===== src/rtl/matrix_pkg.sv =====
// Shared constants, mode encodings and FSM state type for the LED matrix scan sequencer.
package matrix_pkg;

   localparam int NUM_ROWS = 7;
   localparam int NUM_COLS = 5;

   localparam logic [1:0] MODE_OFF      = 2'b00;
   localparam logic [1:0] MODE_MANUAL   = 2'b01;
   localparam logic [1:0] MODE_AUTO_FWD = 2'b10;
   localparam logic [1:0] MODE_AUTO_REV = 2'b11;

   typedef enum logic [1:0] {
      ST_OFF   = 2'd0,
      ST_BLANK = 2'd1,
      ST_SCAN  = 2'd2
   } state_t;

   // Active-low one-hot row enable for the given row index.
   function automatic logic [NUM_ROWS-1:0] row_mask(input logic [2:0] idx);
      row_mask = ~(NUM_ROWS'(1) << idx);
   endfunction

endpackage


===== src/rtl/matrix_scan_controller_if.sv =====
// Display-side bundle: row lines, row/frame indices to the column mux, column gate and FSM state.
interface matrix_if;

   logic [6:0]          linhas;
   logic [2:0]          linha_idx;
   logic [2:0]          quadro;
   logic                colunas_en;
   logic                frame_start;
   matrix_pkg::state_t  estado;

   modport master (
      output linhas, linha_idx, quadro, colunas_en, frame_start, estado
   );

   modport slave (
      input linhas, linha_idx, quadro, colunas_en, frame_start, estado
   );

endinterface


===== src/rtl/matrix_scan_controller_botao_debounce.sv =====
// Pushbutton conditioner: 2-FF synchronizer, stability counter, one-cycle pulse on accepted press.
module botao_debounce #(
   parameter int DEBOUNCE_TICKS = 500000
) (
   input  logic clock_50MHz,
   input  logic reset_n,
   input  logic botao_n,
   output logic press
);

   localparam int CNT_W = $clog2(DEBOUNCE_TICKS + 1);
   localparam logic [CNT_W-1:0] CNT_LAST = CNT_W'(DEBOUNCE_TICKS - 1);

   logic             b_m;
   logic             b_s;
   logic             nivel;
   logic [CNT_W-1:0] cnt;

   // The released (high) level is the idle state, so the synchronizer and accepted level reset high.
   always_ff @(posedge clock_50MHz or negedge reset_n) begin
      if (!reset_n) begin
         b_m   <= 1'b1;
         b_s   <= 1'b1;
         nivel <= 1'b1;
         cnt   <= '0;
         press <= 1'b0;
      end else begin
         b_m   <= botao_n;
         b_s   <= b_m;
         press <= 1'b0;
         if (b_s == nivel) begin
            cnt <= '0;
         end else if (cnt == CNT_LAST) begin
            cnt   <= '0;
            nivel <= b_s;
            press <= ~b_s;
         end else begin
            cnt <= cnt + CNT_W'(1);
         end
      end
   end

endmodule


===== src/rtl/matrix_scan_controller.sv =====
// Row-scan sequencer for the 7x5 LED matrix: blanked row slots, frame index owned here,
// frame changes applied only at frame boundaries (row 6 -> 0 wrap or exit from OFF).
module matrix_scan_controller
   import matrix_pkg::*;
#(
   parameter int ROW_TICKS      = 50000,
   parameter int BLANK_TICKS    = 500,
   parameter int DEBOUNCE_TICKS = 500000,
   parameter int AUTO_FRAMES    = 60
) (
   input  logic       clock_50MHz,
   input  logic       reset_n,
   input  logic [1:0] chaves,
   input  logic       botao_n,
   matrix_if.master   disp
);

   localparam int TICK_W = $clog2(ROW_TICKS);
   localparam int FCNT_W = $clog2(AUTO_FRAMES + 1);
   localparam logic [TICK_W-1:0] BLANK_LAST = TICK_W'(BLANK_TICKS - 1);
   localparam logic [TICK_W-1:0] ROW_LAST   = TICK_W'(ROW_TICKS - 1);
   localparam logic [FCNT_W-1:0] AUTO_LAST  = FCNT_W'(AUTO_FRAMES - 1);
   localparam logic [2:0]        LAST_ROW   = 3'(NUM_ROWS - 1);

   logic [1:0] chaves_m, mode_s, mode_q;
   logic       press;

   state_t              state_q, state_d;
   logic [TICK_W-1:0]   tick_q, tick_d;
   logic [2:0]          row_q, row_d;
   logic [2:0]          quadro_q, quadro_d;
   logic                pending_q, pending_d;
   logic [FCNT_W-1:0]   fcnt_q, fcnt_d;
   logic [NUM_ROWS-1:0] linhas_q, linhas_d;
   logic                colen_q, colen_d;
   logic                fstart_q;
   logic                boundary, mode_chg, pend_base;
   logic [FCNT_W-1:0]   fcnt_base;

   botao_debounce #(.DEBOUNCE_TICKS(DEBOUNCE_TICKS)) u_debounce (
      .clock_50MHz (clock_50MHz),
      .reset_n     (reset_n),
      .botao_n     (botao_n),
      .press       (press)
   );

   always_ff @(posedge clock_50MHz or negedge reset_n) begin
      if (!reset_n) begin
         chaves_m <= MODE_OFF;
         mode_s   <= MODE_OFF;
         mode_q   <= MODE_OFF;
      end else begin
         chaves_m <= chaves;
         mode_s   <= chaves_m;
         mode_q   <= mode_s;
      end
   end

   assign mode_chg = (mode_s != mode_q);

   // Slot timing: tick 0..BLANK_TICKS-1 is blank, the rest of the slot is lit.
   always_comb begin
      state_d  = state_q;
      tick_d   = tick_q + TICK_W'(1);
      row_d    = row_q;
      boundary = 1'b0;
      if (mode_s == MODE_OFF) begin
         state_d = ST_OFF;
         tick_d  = '0;
         row_d   = '0;
      end else begin
         case (state_q)
            ST_OFF: begin
               state_d  = ST_BLANK;
               tick_d   = '0;
               row_d    = '0;
               boundary = 1'b1;
            end
            ST_BLANK: begin
               if (tick_q == BLANK_LAST) state_d = ST_SCAN;
            end
            ST_SCAN: begin
               if (tick_q == ROW_LAST) begin
                  state_d = ST_BLANK;
                  tick_d  = '0;
                  if (row_q == LAST_ROW) begin
                     row_d    = '0;
                     boundary = 1'b1;
                  end else begin
                     row_d = row_q + 3'd1;
                  end
               end
            end
            default: begin
               state_d = ST_OFF;
               tick_d  = '0;
               row_d   = '0;
            end
         endcase
      end
   end

   // Frame update uses the pre-press pending value, so a press on the boundary cycle waits a frame.
   always_comb begin
      pend_base = mode_chg ? 1'b0 : pending_q;
      fcnt_base = mode_chg ? '0 : fcnt_q;
      pending_d = pend_base;
      fcnt_d    = fcnt_base;
      quadro_d  = quadro_q;
      if (boundary) begin
         if (mode_s == MODE_MANUAL && pend_base) begin
            quadro_d  = quadro_q + 3'd1;
            pending_d = 1'b0;
         end
         if (mode_s == MODE_AUTO_FWD || mode_s == MODE_AUTO_REV) begin
            if (fcnt_base == AUTO_LAST) begin
               fcnt_d   = '0;
               quadro_d = (mode_s == MODE_AUTO_REV) ? quadro_q - 3'd1 : quadro_q + 3'd1;
            end else begin
               fcnt_d = fcnt_base + FCNT_W'(1);
            end
         end
      end
      if (mode_s == MODE_MANUAL && press) pending_d = 1'b1;
   end

   always_comb begin
      linhas_d = (state_d == ST_SCAN) ? row_mask(row_d) : {NUM_ROWS{1'b1}};
      colen_d  = (state_d == ST_SCAN);
   end

   always_ff @(posedge clock_50MHz or negedge reset_n) begin
      if (!reset_n) begin
         state_q   <= ST_OFF;
         tick_q    <= '0;
         row_q     <= '0;
         quadro_q  <= '0;
         pending_q <= 1'b0;
         fcnt_q    <= '0;
         linhas_q  <= {NUM_ROWS{1'b1}};
         colen_q   <= 1'b0;
         fstart_q  <= 1'b0;
      end else begin
         state_q   <= state_d;
         tick_q    <= tick_d;
         row_q     <= row_d;
         quadro_q  <= quadro_d;
         pending_q <= pending_d;
         fcnt_q    <= fcnt_d;
         linhas_q  <= linhas_d;
         colen_q   <= colen_d;
         fstart_q  <= boundary;
      end
   end

   assign disp.linhas      = linhas_q;
   assign disp.linha_idx   = row_q;
   assign disp.quadro      = quadro_q;
   assign disp.colunas_en  = colen_q;
   assign disp.frame_start = fstart_q;
   assign disp.estado      = state_q;

endmodule

===== src/flat_wrapper.sv =====
// flat-port wrapper written by rule: the top's interface ports become plain ports
module matrix_scan_controller_flat import matrix_pkg::*;
#(
   parameter int ROW_TICKS      = 50000,
   parameter int BLANK_TICKS    = 500,
   parameter int DEBOUNCE_TICKS = 500000,
   parameter int AUTO_FRAMES    = 60
)
  (clock_50MHz, reset_n, chaves, botao_n, disp_linhas, disp_linha_idx, disp_quadro, disp_colunas_en, disp_frame_start, disp_estado);
  matrix_if disp_i ();
  input  logic clock_50MHz;
  input  logic reset_n;
  input  logic [1:0] chaves;
  input  logic botao_n;
  output wire logic [$bits(disp_i.linhas)-1:0] disp_linhas;
  output wire logic [$bits(disp_i.linha_idx)-1:0] disp_linha_idx;
  output wire logic [$bits(disp_i.quadro)-1:0] disp_quadro;
  output wire logic [$bits(disp_i.colunas_en)-1:0] disp_colunas_en;
  output wire logic [$bits(disp_i.frame_start)-1:0] disp_frame_start;
  output wire logic [$bits(disp_i.estado)-1:0] disp_estado;
  assign disp_linhas = disp_i.linhas;
  assign disp_linha_idx = disp_i.linha_idx;
  assign disp_quadro = disp_i.quadro;
  assign disp_colunas_en = disp_i.colunas_en;
  assign disp_frame_start = disp_i.frame_start;
  assign disp_estado = disp_i.estado;
  matrix_scan_controller #(.ROW_TICKS(ROW_TICKS), .BLANK_TICKS(BLANK_TICKS), .DEBOUNCE_TICKS(DEBOUNCE_TICKS), .AUTO_FRAMES(AUTO_FRAMES)) u_core (.clock_50MHz(clock_50MHz), .reset_n(reset_n), .chaves(chaves), .botao_n(botao_n), .disp(disp_i));
endmodule

===== config.mk =====
export PLATFORM = sky130hd
export DESIGN_NAME = matrix_scan_controller_flat
export DESIGN_NICKNAME = d
export VERILOG_FILES = /design/src/rtl/matrix_pkg.sv /design/src/rtl/matrix_scan_controller_if.sv /design/src/rtl/matrix_scan_controller_botao_debounce.sv /design/src/rtl/matrix_scan_controller.sv /design/src/flat_wrapper.sv
export SDC_FILE = /design/constraint.sdc
export NUM_CORES = 1
export LEC_CHECK = 0
export BUFFER_PORTS_ARGS = -buffer_cell sky130_fd_sc_hd__buf_2
export CORE_ASPECT_RATIO = 1.5
export CORE_MARGIN = 10
export CORE_UTILIZATION = 50
export CTS_BUF_LIST = sky130_fd_sc_hd__clkbuf_4
export DETAILED_ROUTE_END_ITERATION = 12
export PLACE_DENSITY = 0.71
export SETUP_SLACK_MARGIN = 0.3
export SYNTH_ARGS = -nofsm -noshare
export SYNTH_HDL_FRONTEND = slang
export SYNTH_HIERARCHICAL = 1
export SYNTH_SLANG_ARGS = --single-unit

===== constraint.sdc =====
create_clock -name clock_50MHz -period 4 [get_ports clock_50MHz]
set_clock_uncertainty 0.2 [all_clocks]
set_input_delay 0.2 -clock clock_50MHz [delete_from_list [all_inputs] [get_ports clock_50MHz]]
set_output_delay 0.2 -clock clock_50MHz [all_outputs]
set_load 0.03 [all_outputs]

# Yosys cells after proc, flatten, opt, wreduce, memory -nomap -nowiden

Index checks and enable logic that the tools add are counted.

Shifts and indexed selects: 1
Equal/unequal tests: 13
Add/sub/neg operators: 6
Mux-type cells: 32
Reduce and logical (&&, ||, !) cells: 6
Bitwise gates (word level): 3

Operators by type and width:

| cell                                                                    | number |
|---|---|
| 19-bit 2-to-1 mux                                                       | 2 |
| 16-bit 2-to-1 mux                                                       | 2 |
| 16-bit case mux with 2 select lines                                     | 1 |
| 6-bit 2-to-1 mux                                                        | 4 |
| 3-bit 2-to-1 mux                                                        | 7 |
| 19-bit by 1-bit adder with 19-bit output (second input constant)        | 1 |
| 19-bit equality test (second input constant)                            | 1 |
| 16-bit by 1-bit adder with 16-bit output (second input constant)        | 1 |
| 16-bit equality test (second input constant)                            | 1 |
| 16-bit by 9-bit equality test with 1-bit output (second input constant) | 1 |
| 1-bit 2-to-1 mux                                                        | 9 |
| 2-bit equality test (second input constant)                             | 4 |
| 7-bit 2-to-1 mux                                                        | 1 |
| 7-bit NOT                                                               | 1 |
| 1-bit by 3-bit << shifter with 7-bit output (first input constant)      | 1 |
| 3-bit by 1-bit adder with 3-bit output (second input constant)          | 2 |
| 6-bit by 1-bit adder with 6-bit output (second input constant)          | 1 |
| 6-bit equality test (second input constant)                             | 1 |
| 2-bit 2-to-1 mux                                                        | 3 |
| 2-bit case mux with 3 select lines                                      | 1 |
| 3-bit case mux with 2 select lines                                      | 1 |
| 2-bit by 1-bit equality test with 1-bit output (second input constant)  | 2 |
| 2-bit zero test                                                         | 2 |
| 3-bit equality test (second input constant)                             | 1 |
| other kinds (8)                                                         | 10 |

Flip-flop bits (word level): 69
Output and inout port bits: 17
Word-level logic and storage cells: 78
Input port bits: 5

# Logic depth before layout (Yosys ltp)

Gate-level depths: netlist (run 1).

Depth in word-level cells: 8
Mapped depth: 10
Gate-level depth less buffers: 9

# Hierarchy

Netlist (run 1), hierarchy kept.

By module, submodules not included:

| module                 | cells each | sequential area each (um2) | times used | area an instance (um2) |
|---|---|---|---|---|
| matrix_scan_controller | 221        | 1159.9                     | 1          | 2303.5 |
| botao_debounce         | 110        | 579.3                      | 1          | 1122.3 |

# Worst setup path before layout (run 1)

OpenSTA, ideal clock, no wires.

Path type: reg2reg
Start point: register u_core.mode_s[1]
End point: register u_core.quadro_q[1], in the netlist u_core/disp.quadro[1]
Slack: 0.905 ns
Data arrival time: 2.770 ns
Setup time: 0.125 ns
Path buffers: 1
Data required time: 3.675 ns
Stages on the path, launching flop included: 11
Period minus slack after synthesis: 3.095 ns
Cells stage by stage: dfrtp_1 buf_2 xor2_1 nor2_1 and2_1 ha_1 nand4_1 nor4_1 a31oi_1 nor2_2 mux2_2

Word-level cells in the longest chain between the ends: 6
Elaborated cells between the ends (all ways): 15
Classes of those cells: eq/ne: 5; mux: 7; reduce/logical: 3

Ends and longest elaborated chain:

| item                                                                     | RTL line                      | source |
|---|---|---|
| from (decl)                                                              | matrix_scan_controller.sv:25  | `logic [1:0] chaves_m, mode_s, mode_q;` |
| from (signal assigned)                                                   | matrix_scan_controller.sv:54  | `mode_s <= chaves_m;` |
| parallel branches: the longest is 6 deep, another holds 6-bit 2-to-1 mux | -                             |  |
| to (signal assigned)                                                     | matrix_scan_controller.sv:147 | `quadro_q <= quadro_d;` |
| to (decl)                                                                | matrix_scan_controller.sv:31  | `logic [2:0] quadro_q, quadro_d;` |

Several ways; the timed one is not identified.
A chain may end at the register's enable or synchronous reset.

# Final worst setup path (run 1)

Start point: register u_core.mode_s[0]
End point: register u_core.quadro_q[1], in the netlist u_core/disp.quadro[1]

The elaborated chain is that of the path after synthesis.

==> results_dict.tcl, run 1 <==
set metrics [dict create \
    outcome "complete, no violations" \
    hold_buffers 4 \
    root_buffer "clkbuf_4" \
    synth_warnings 6 \
    tritoncts.num_buffers 9 \
    clkPwrFrac 0.336 \
    synth_ff_type "dfrtp_1" \
    total_power_mw 1.28 \
    p_sw_mw 0.342 \
    drv_slew 0 \
    hold_violations 0 \
    clk_latency_ns 0.41 \
    rsz0062_at_grt "no" \
    num_io_pins 22 \
    fp.dieH_microns 121 \
    vias_per_cell 5.77 \
    ys_async_sr_fraction 1.00 \
    h-tree-depth 3 \
    synth_cells 331 \
    syn_avg_cell_area_sq_um 10.3 \
    grt_pass1_vias 2540 \
    fillCellCount 577 \
    seqCellArea_sq_um 1740 \
    pwr-share-seq 0.572 \
    cts.reportedPaths.clkPinSlew_ns 0.12 \
    crit_fanout 9 \
    utilization 0.573 \
    grt_usage 0.137 \
    fin_crit_sh 0.767 \
    clock_path_buffers 2 \
    hold_ws_ns 0.0348 \
    io_buffers 21 \
    dp_hpwl_mm 4.85 \
    drtIter0Drc 102 \
    gp_congestion 0.853 \
    cp.required_ns 4.11 \
    worst_ep_arrival_time_ns 3.18 \
    synth_edf_count 0 \
    drc 0 \
    wire_per_inst_microns 15.7 \
    die_w_microns 87.6 \
    cp-start-kind "flop" \
    start_util 0.521 \
    p_per_area_nw_per_um2 340 \
    top_layer_used "met4" \
    critPathKind "reg -> reg" \
    internal-power_mw 0.937 \
    worst_pin_slew_ns 0.789 \
    finalSetupViolCount 0 \
    swShare 0.268 \
    comb_power_share 0.092 \
    diodes 0 \
    tritoncts "done" \
    nets 374 \
    ys_ff_latch 69 \
    fp-row-count 36 \
    fin_crit_ns 3.07 \
    firstDrtPassIters 4 \
    relSlewSlack 0.470 \
    area_growth_pct 9.93 \
    synth_area_sq_um 3430 \
    finalWorstSetupSlack_ns 0.931 \
    grt_max_degree 54 \
    cts_resized 0 \
    met2_length_mm 3.79 \
    ys_seq_area_frac 0.508 \
    fin_setup_tns_ns 0 \
    wl_met1_mm 2.77 \
    via_count 2539 \
    antenna_found_initial 0 \
    ant_nets 0 \
    ir_drop_uv 137 \
    grt_remaining_overflow 0 \
    wl_mm 6.89 \
    grt_pass1_wl_mm 11.9 \
    die_area_sq_um 10600 \
    endpoint_kind "flop" \
    hp-class "in -> async" \
    timing.fmax_mhz 326 \
    place_ws_ns 0.953 \
    post-cts-setup-buffer-count 0 \
    synth_cell_types 59 \
    maxCapViolations 0 \
    multiInputGateArea_sq_um 1590 \
    met3_length_microns 273 \
    drive_gt1_frac 0.170 \
    syn_nets 345 \
    p_leak_nw 1.53 \
    cts.sinks 69 \
    core-area_sq_um 6580 \
]
==> registers in the layout, summed over array words and instances, names as in the netlist, 2 cells and up <==
signal and flops:
u_core/u_debounce/cnt 19, u_core/mode_q 2, u_core/chaves_m 2, u_core/fcnt_q 6, u_core/mode_s 2, u_core/tick_q 16, u_core/disp.linhas 7, u_core/disp.linha_idx 3
u_core/disp.quadro 3, u_core/disp.estado 2
==> critical path: stages, from the launching register on <==
cell	delay, ns
dfrtp_1	0.50
xor2_1	0.24
nor2_1	0.43
and2_1	0.26
ha_1	0.21
nand4_1	0.12
nor4_1	0.26
buf_4	0.19
a31oi_1	0.07
nor2_2	0.16
mux2_2	0.34
==> cell type report <==
cell class | instances | area share
clock buffer | 9 | 0.0179
clock inverter | 6 | 0.0169
inverter | 14 | 0.0140
multi-input combinational | 239 | 0.422
sequential | 69 | 0.462
tap | 76 | 0.0252
timing repair buffer | 27 | 0.0425
==> power by group through the flow <==
stage	Sequential, mW	Clock [mW]	Combinational, mW
2_1_floorplan	0.747	0	0.0702
4_1_cts	0.732	0.442	0.118
6_report	0.732	0.431	0.117
5_1_grt	0.735	0.482	0.131
3_5_place_dp	0.745	0	0.115
3_3_place_gp	0.744	0	0.113
==> cell families (layout without fill, tap and decap cells) <==
logic type / Yosys count / count (layout) / share of synthesized area
buffers and inverters: 23 / 56 / 0.0288
flip-flops: 69 / 69 / 0.508
adder cells (fa/ha/maj): 9 / 9 / 0.0329
AO/OA/AOI/OAI: 35 / 35 / 0.0789
AND/OR/NAND/NOR: 155 / 155 / 0.245
multiplexers: 4 / 4 / 0.0142
XOR/XNOR: 36 / 36 / 0.0920
==> cell usage in the layout (no fill, tap or decap), types with 6 or more instances in the layout <==
master,synthesis,final
clkbuf_4,0,9
dfstp_2,10,10
o21ai_0,7,7
xor2_1,13,13
buf_2,3,21
inv_1,14,14
nand4_1,17,17
dfrtp_1,59,59
nand2_1,23,23
nor4_1,6,6
ha_1,9,9
nor3_1,11,11
xnor2_1,23,23
nor2_1,45,45
nand3_1,13,13
and2_1,6,6
==> metal layers <==
layer  track usage  vias up
met5             0        -
met4        0.0470        0
li1              -     1233
met1         0.145     1264
met3        0.0363        4
met2         0.250       38
==> cell usage after synthesis, drive strengths merged (3+ instances only) <==
master / number / area (sq um)
a21oi: 6 / 37.5
nand4: 18 / 119
nand4b: 3 / 26.3
dfrtp: 59 / 1480
xor2: 13 / 114
nor3: 11 / 55.1
dfstp: 10 / 263
mux2: 4 / 48.8
ha: 9 / 113
and4: 3 / 26.3
nand2: 23 / 86.3
xnor2: 23 / 201
o21ai: 7 / 35.0
nand3b: 4 / 30.0
nor2b: 3 / 18.8
nand4bb: 3 / 33.8
nor2: 46 / 175
a211oi: 3 / 27.5
nor4: 6 / 37.5
and2: 6 / 37.5
clkbuf: 4 / 16.3
inv: 14 / 52.6
buf: 5 / 30.0
nand3: 13 / 65.1
or3: 3 / 18.8
==> worst paths after layout <==
check,start,to,slack [ns],depth (start not counted)
worst min-delay path,reset_n,u_core/disp.linha_idx[2]$_DFF_PN0_,0.03,2
worst max-delay path,u_core/mode_s[0]$_DFF_PN0_,u_core/disp.quadro[1]$_DFFE_PN0N_,0.93,10
max in group asynchronous,reset_n,u_core/u_debounce/cnt[17]$_DFF_PN0_,2.60,3
worst min register to register,u_core/chaves_m[0]$_DFF_PN0_,u_core/mode_s[0]$_DFF_PN0_,0.16,0
min in group clock_50MHz,u_core/chaves_m[0]$_DFF_PN0_,u_core/mode_s[0]$_DFF_PN0_,0.16,0
worst max register to register,u_core/mode_s[0]$_DFF_PN0_,u_core/disp.quadro[1]$_DFFE_PN0N_,0.93,10
==> metrics by stage <==
stage | instances | area [sq um]
global placement | 421 | 3590
detailed placement | 421 | 3590
floorplan | 331 | 3430
finish | 440 | 3770
global route | 440 | 3770
CTS | 440 | 3770
Power figures use the tool's default switching activity.
==> run 2: changes to the inputs <==
--- a/config.mk
+++ b/config.mk
@@ -11,7 +11,7 @@
 export CORE_UTILIZATION = 50
 export CTS_BUF_LIST = sky130_fd_sc_hd__clkbuf_4
 export DETAILED_ROUTE_END_ITERATION = 12
-export PLACE_DENSITY = 0.71
+export PLACE_DENSITY = 0.73
 export SETUP_SLACK_MARGIN = 0.3
 export SYNTH_ARGS = -nofsm -noshare
 export SYNTH_HDL_FRONTEND = slang
==> constraint.sdc (replaced) <==
create_clock -name clock_50MHz -period 2.7 [get_ports clock_50MHz]
set_clock_uncertainty 0.2 [all_clocks]
set_input_delay 0.135 -clock clock_50MHz [delete_from_list [all_inputs] [get_ports clock_50MHz]]
set_output_delay 0.135 -clock clock_50MHz [all_outputs]
set_load 0.03 [all_outputs]
==> run 2 against run 1 <==
Against the previous run: clock power grew 71%; largest power group unchanged; via count grew 3.9%; utilization grew 5.3 points; hold slack gained 0.13 ns; count of clock-buffer cells in the layout is the same; combinational power grew 98%.
==> results_dict.tcl, run 2 (same netlist as run 1, synthesis figures left out) <==
set metrics [dict create \
    nets 396 \
    h-tree-depth 3 \
    total_power_mw 2.05 \
    antenna_found_initial 0 \
    multiInputGateArea_sq_um 1740 \
    ant_nets 0 \
    root_buffer "clkbuf_4" \
    drtIter0Drc 139 \
    p_per_area_nw_per_um2 499 \
    start_util 0.521 \
    final_cell_area_sq_um 4110 \
    clk_latency_ns 0.40 \
    largest-register "u_core/u_debounce/cnt" \
    worst_ep_arrival_time_ns 2.52 \
    fillCellCount 530 \
    tritoncts "done" \
    num_io_pins 22 \
    fp.dieH_microns 121 \
    tritoncts.num_buffers 9 \
    swShare 0.260 \
    io_buffers 21 \
    endpoint_kind "flop" \
    core-area_sq_um 6580 \
    ir_drop_uv 348 \
    timing.fmax_mhz 413 \
    wire_per_inst_microns 15.5 \
    wl_mm 7.16 \
    fin_cells 463 \
    place_area_sq_um 3720 \
    grt_usage 0.139 \
    grt_pass1_vias 2647 \
    p_sw_mw 0.534 \
    largest_reg_flops 19 \
    p_leak_nw 1.67 \
    hold_violations 0 \
    grt_remaining_overflow 0 \
    final_cell_mix "dfrtp_1, nor2_1, buf_4" \
    vias_per_cell 5.70 \
    diodes 0 \
    die_w_microns 87.6 \
    cp.required_ns 2.80 \
    final_common_cell "dfrtp_1" \
    hp-class "reg -> reg" \
    fin_setup_tns_ns 0 \
    critPathKind "reg -> reg" \
    seqCellArea_sq_um 1740 \
    grt_pass1_wl_mm 12.1 \
    relSlewSlack 0.453 \
    cp-start-kind "flop" \
    clkPwrFrac 0.359 \
    drive_gt1_frac 0.269 \
    place_ws_ns 0.127 \
    comb_power_share 0.113 \
    firstDrtPassIters 4 \
    cts.reportedPaths.clkPinSlew_ns 0.12 \
    cts.sinks 69 \
    crit_fanout 5 \
    drv_slew 0 \
    outcome "complete, no violations" \
    fp-row-count 36 \
    clock_path_buffers 2 \
    finalSetupViolCount 0 \
    via_count 2639 \
    grt_max_degree 70 \
    internal-power_mw 1.52 \
    drc 0 \
    finalWorstSetupSlack_ns 0.278 \
    gp_congestion 0.839 \
    fin_crit_sh 0.897 \
    worst_pin_slew_ns 0.821 \
    pwr-share-seq 0.528 \
    die_area_sq_um 10600 \
    rsz0062_at_grt "yes" \
    area_growth_pct 20.1 \
    fin_crit_ns 2.42 \
    dp_hpwl_mm 4.86 \
    maxCapViolations 0 \
    dp_cells 428 \
]
-- run 2: layout make-up --
class | count | area share
Clock inverter | 7 | 0.0219
Inverter | 14 | 0.0128
Timing Repair Buffer | 49 | 0.0791
Tap cell | 76 | 0.0231
Sequential cell | 69 | 0.423
Clock buffer | 9 | 0.0164
Multi-Input combinational cell | 239 | 0.424
-- run 2: metal layers --
metal	global-route usage	vias up	routed length (microns)
li1	-	1275	-
met1	0.155	1299	2920
met2	0.244	61	3830
met3	0.0249	4	352
met4	0.0660	0	59
met5	0	-	0
-- run 2: path summary, 6_finish.rpt --
kind,startpoint,to,slack [ns],cells past startpoint
max in group asynchronous,reset_n,u_core/disp.estado[0]$_DFF_PN0_,1.50,3
min in group asynchronous,reset_n,u_core/disp.quadro[2]$_DFFE_PN0N_,0.24,3
max,u_core/mode_q[0]$_DFF_PN0_,u_core/disp.quadro[1]$_DFFE_PN0N_,0.28,9
max reg2reg,u_core/mode_q[0]$_DFF_PN0_,u_core/disp.quadro[1]$_DFFE_PN0N_,0.28,9
min,u_core/u_debounce/b_m$_DFF_PN1_,u_core/u_debounce/b_s$_DFF_PN1_,0.17,0
min reg2reg,u_core/u_debounce/b_m$_DFF_PN1_,u_core/u_debounce/b_s$_DFF_PN1_,0.17,0
-- run 2: through the flow --
step           utilization  hold slack, ns
5_1_grt              0.626           0.169
4_1_cts              0.612           0.151
3_3_place_gp         0.566          0.0423
2_1_floorplan            -          -0.361
3_5_place_dp         0.566          0.0413
6_report             0.626           0.167
-- run 2: critical path, stage by stage (launching register included) --
cell and delay (ns):
dfrtp_1 0.42, xor2_2 0.20, nor2_4 0.14, and2_4 0.17, ha_4 0.13, nand4_1 0.16, nor4_4 0.38, a31oi_2 0.09
nor2_2 0.14, mux2_4 0.31
-- run 2: repair_timing --
item,in CTS,in global routing
hold endpoints to repair,62,0
setup endpoints to repair,12,13
setup buffers,13,2
pin swaps,8,3
cloned,0,0
resized for setup,2,12
hold buffers,4,0
-- run 2: power by group through the flow --
stage	combinational [mW]	sequential [mW]	clock [mW]
after detailed placement	0.197	1.10	0
after floorplan	0.114	1.11	0
after global routing	0.254	1.09	0.801
after global placement	0.193	1.10	0
after CTS	0.224	1.08	0.750
final	0.232	1.08	0.737
==> run 3: changes to the inputs <==
--- a/config.mk
+++ b/config.mk
@@ -11,7 +11,9 @@
 export CORE_UTILIZATION = 50
 export CTS_BUF_LIST = sky130_fd_sc_hd__clkbuf_4
 export DETAILED_ROUTE_END_ITERATION = 12
+export MAX_ROUTING_LAYER = met4
 export PLACE_DENSITY = 0.73
+export REMOVE_ABC_BUFFERS = 1
 export SETUP_SLACK_MARGIN = 0.3
 export SYNTH_ARGS = -nofsm -noshare
 export SYNTH_HDL_FRONTEND = slang
==> run 3 against run 2 <==
Against the previous run: utilization down 0.84 points; maximum frequency down 0.55%; die area unchanged; sequential share of layout area up 0.54 points; first-iteration DRC count down 15%; routed wire length up 0.75%; hold slack worse by 0.036 ns; cell count up 1.7%.
==> results_dict.tcl, run 3 (same netlist as run 1, synthesis figures left out) <==
set metrics [dict create \
    outcome "complete, no violations" \
    fp.dieH_microns 121 \
    vias_per_cell 5.72 \
    drtIter0Drc 118 \
    root_buffer "clkbuf_4" \
    hp-class "in -> async" \
    antenna_found_initial 0 \
    largest-register "u_core/u_debounce/cnt" \
    crit_path_start "u_core/mode_q[0]$_DFF_PN0_" \
    use_met2 0.247 \
    largest_reg_flops 19 \
    die_area_sq_um 10600 \
    place_area_sq_um 3680 \
    tritoncts "done" \
    fin_crit_sh 0.902 \
    ant_nets 0 \
    grt_remaining_overflow 0 \
    grt_pass1_wl_mm 12.3 \
    hold_violations 0 \
    wl_mm 7.22 \
    area_growth_pct 18.5 \
    grt_busiest_layer "met2" \
    drv_slew 0 \
    finalWorstSetupSlack_ns 0.264 \
    die_w_microns 87.6 \
    maxCapViolations 0 \
    ir_drop_uv 364 \
    diodes 0 \
    critPathKind "reg -> reg" \
    h-tree-depth 3 \
    start_util 0.521 \
    grt_pass1_vias 2712 \
    clk_latency_ns 0.42 \
    nets 404 \
    cp.required_ns 2.82 \
    clock_path_buffers 2 \
    timing.fmax_mhz 411 \
    final_common_cell "dfrtp_1" \
    fin_crit_ns 2.44 \
    tritoncts.num_buffers 9 \
    final_cell_mix "dfrtp_1, nor2_1, buf_4" \
    rsz0062_at_grt "yes" \
    dp_hpwl_mm 4.96 \
    endpoint_kind "flop" \
    cts.sinks 69 \
    fp-row-count 36 \
    drc 0 \
    use_met3 0.0376 \
    io_buffers 21 \
    crit_fanout 5 \
    p_per_area_nw_per_um2 460 \
    gp_congestion 0.858 \
    finalSetupViolCount 0 \
    r2r-start "u_core/mode_q[0]$_DFF_PN0_" \
    grt_max_degree 37 \
    utilization 0.617 \
    firstDrtPassIters 4 \
    p_leak_nw 1.69 \
    cp-start-kind "flop" \
    grt_usage 0.147 \
    worst_pin_slew_ns 0.777 \
    final_cell_area_sq_um 4060 \
    via_count 2692 \
    num_io_pins 22 \
    hold_ws_ns 0.131 \
    fin_setup_tns_ns 0 \
    drive_gt1_frac 0.273 \
    worst_ep_arrival_time_ns 2.56 \
    relSlewSlack 0.482 \
    wire_per_inst_microns 15.3 \
    grtUsageMet1 0.152 \
    place_ws_ns 0.0868 \
    cts.reportedPaths.clkPinSlew_ns 0.11 \
    core-area_sq_um 6580 \
]
[run 3: report_power, final]
part / leakage (nW) / internal [mW] / switching (mW) / total [mW]
Combinational: 0.711 / 0.0856 / 0.141 / 0.227
Sequential: 0.907 / 1.06 / 0.0185 / 1.08
Clock: 0.0715 / 0.227 / 0.336 / 0.563
[run 3: through the flow]
stage | total power, mW | cells
floorplan | 1.21 | 322
global placement | 1.29 | 433
detailed placement | 1.30 | 433
CTS | 1.89 | 462
global route | 1.97 | 471
finish | 1.87 | 471
[run 3: worst paths after layout]
| path | end | slack [ns] | cells after the start |
|---|---|---|---|
| min in group clock_50MHz | u_core/u_debounce/b_m$_DFF_PN1_ | 0.16 | 2 |
| hold reg to reg | u_core/u_debounce/b_s$_DFF_PN1_ | 0.17 | 0 |
| setup / recovery | u_core/fcnt_q[2]$_DFF_PN0_ | 0.26 | 13 |
| setup reg to reg | u_core/fcnt_q[2]$_DFF_PN0_ | 0.26 | 13 |
| hold / removal | u_core/disp.estado[1]$_DFF_PN0_ | 0.13 | 2 |
| max in group asynchronous | u_core/disp.linhas[6]$_DFF_PN1_ | 1.41 | 3 |
[run 3: area by class of cell]
cell class | count | area, sq um
Inverter | 14 | 52.6
Clock inverter | 3 | 15.0
Sequential cell | 69 | 1740
Tap cell | 76 | 95.1
Clock buffer | 13 | 97.6
Multi-Input combinational cell | 239 | 1670
Fill cell | 516 | 2520
Timing Repair Buffer | 57 | 385
[run 3: critical path, cell delays in order, from the launching register on]
cell and delay [ns]:
dfrtp_1 0.41, xor2_2 0.20, nor2_2 0.16, and2_4 0.19, ha_4 0.13, nand4_1 0.11
nor4_2 0.27, buf_4 0.19, buf_4 0.11, buf_4 0.10, buf_4 0.09, a41oi_1 0.03
nor2_1 0.10, nor2_1 0.05
[run 3: per-layer routing]
layer  vias to the layer above  share of wire
li1                       1287              -
met1                      1329           0.40
met2                        64           0.54
met3                        12          0.042
met4                         0          0.018
met5                         -              0
[run 3: timing repair]
item,in CTS,in global routing
hold buffers,4,0
endpoints found under the setup margin,27,13
gates resized for setup,7,12
setup buffers,9,9
endpoints found under the hold margin,31,0
pin swaps,3,15
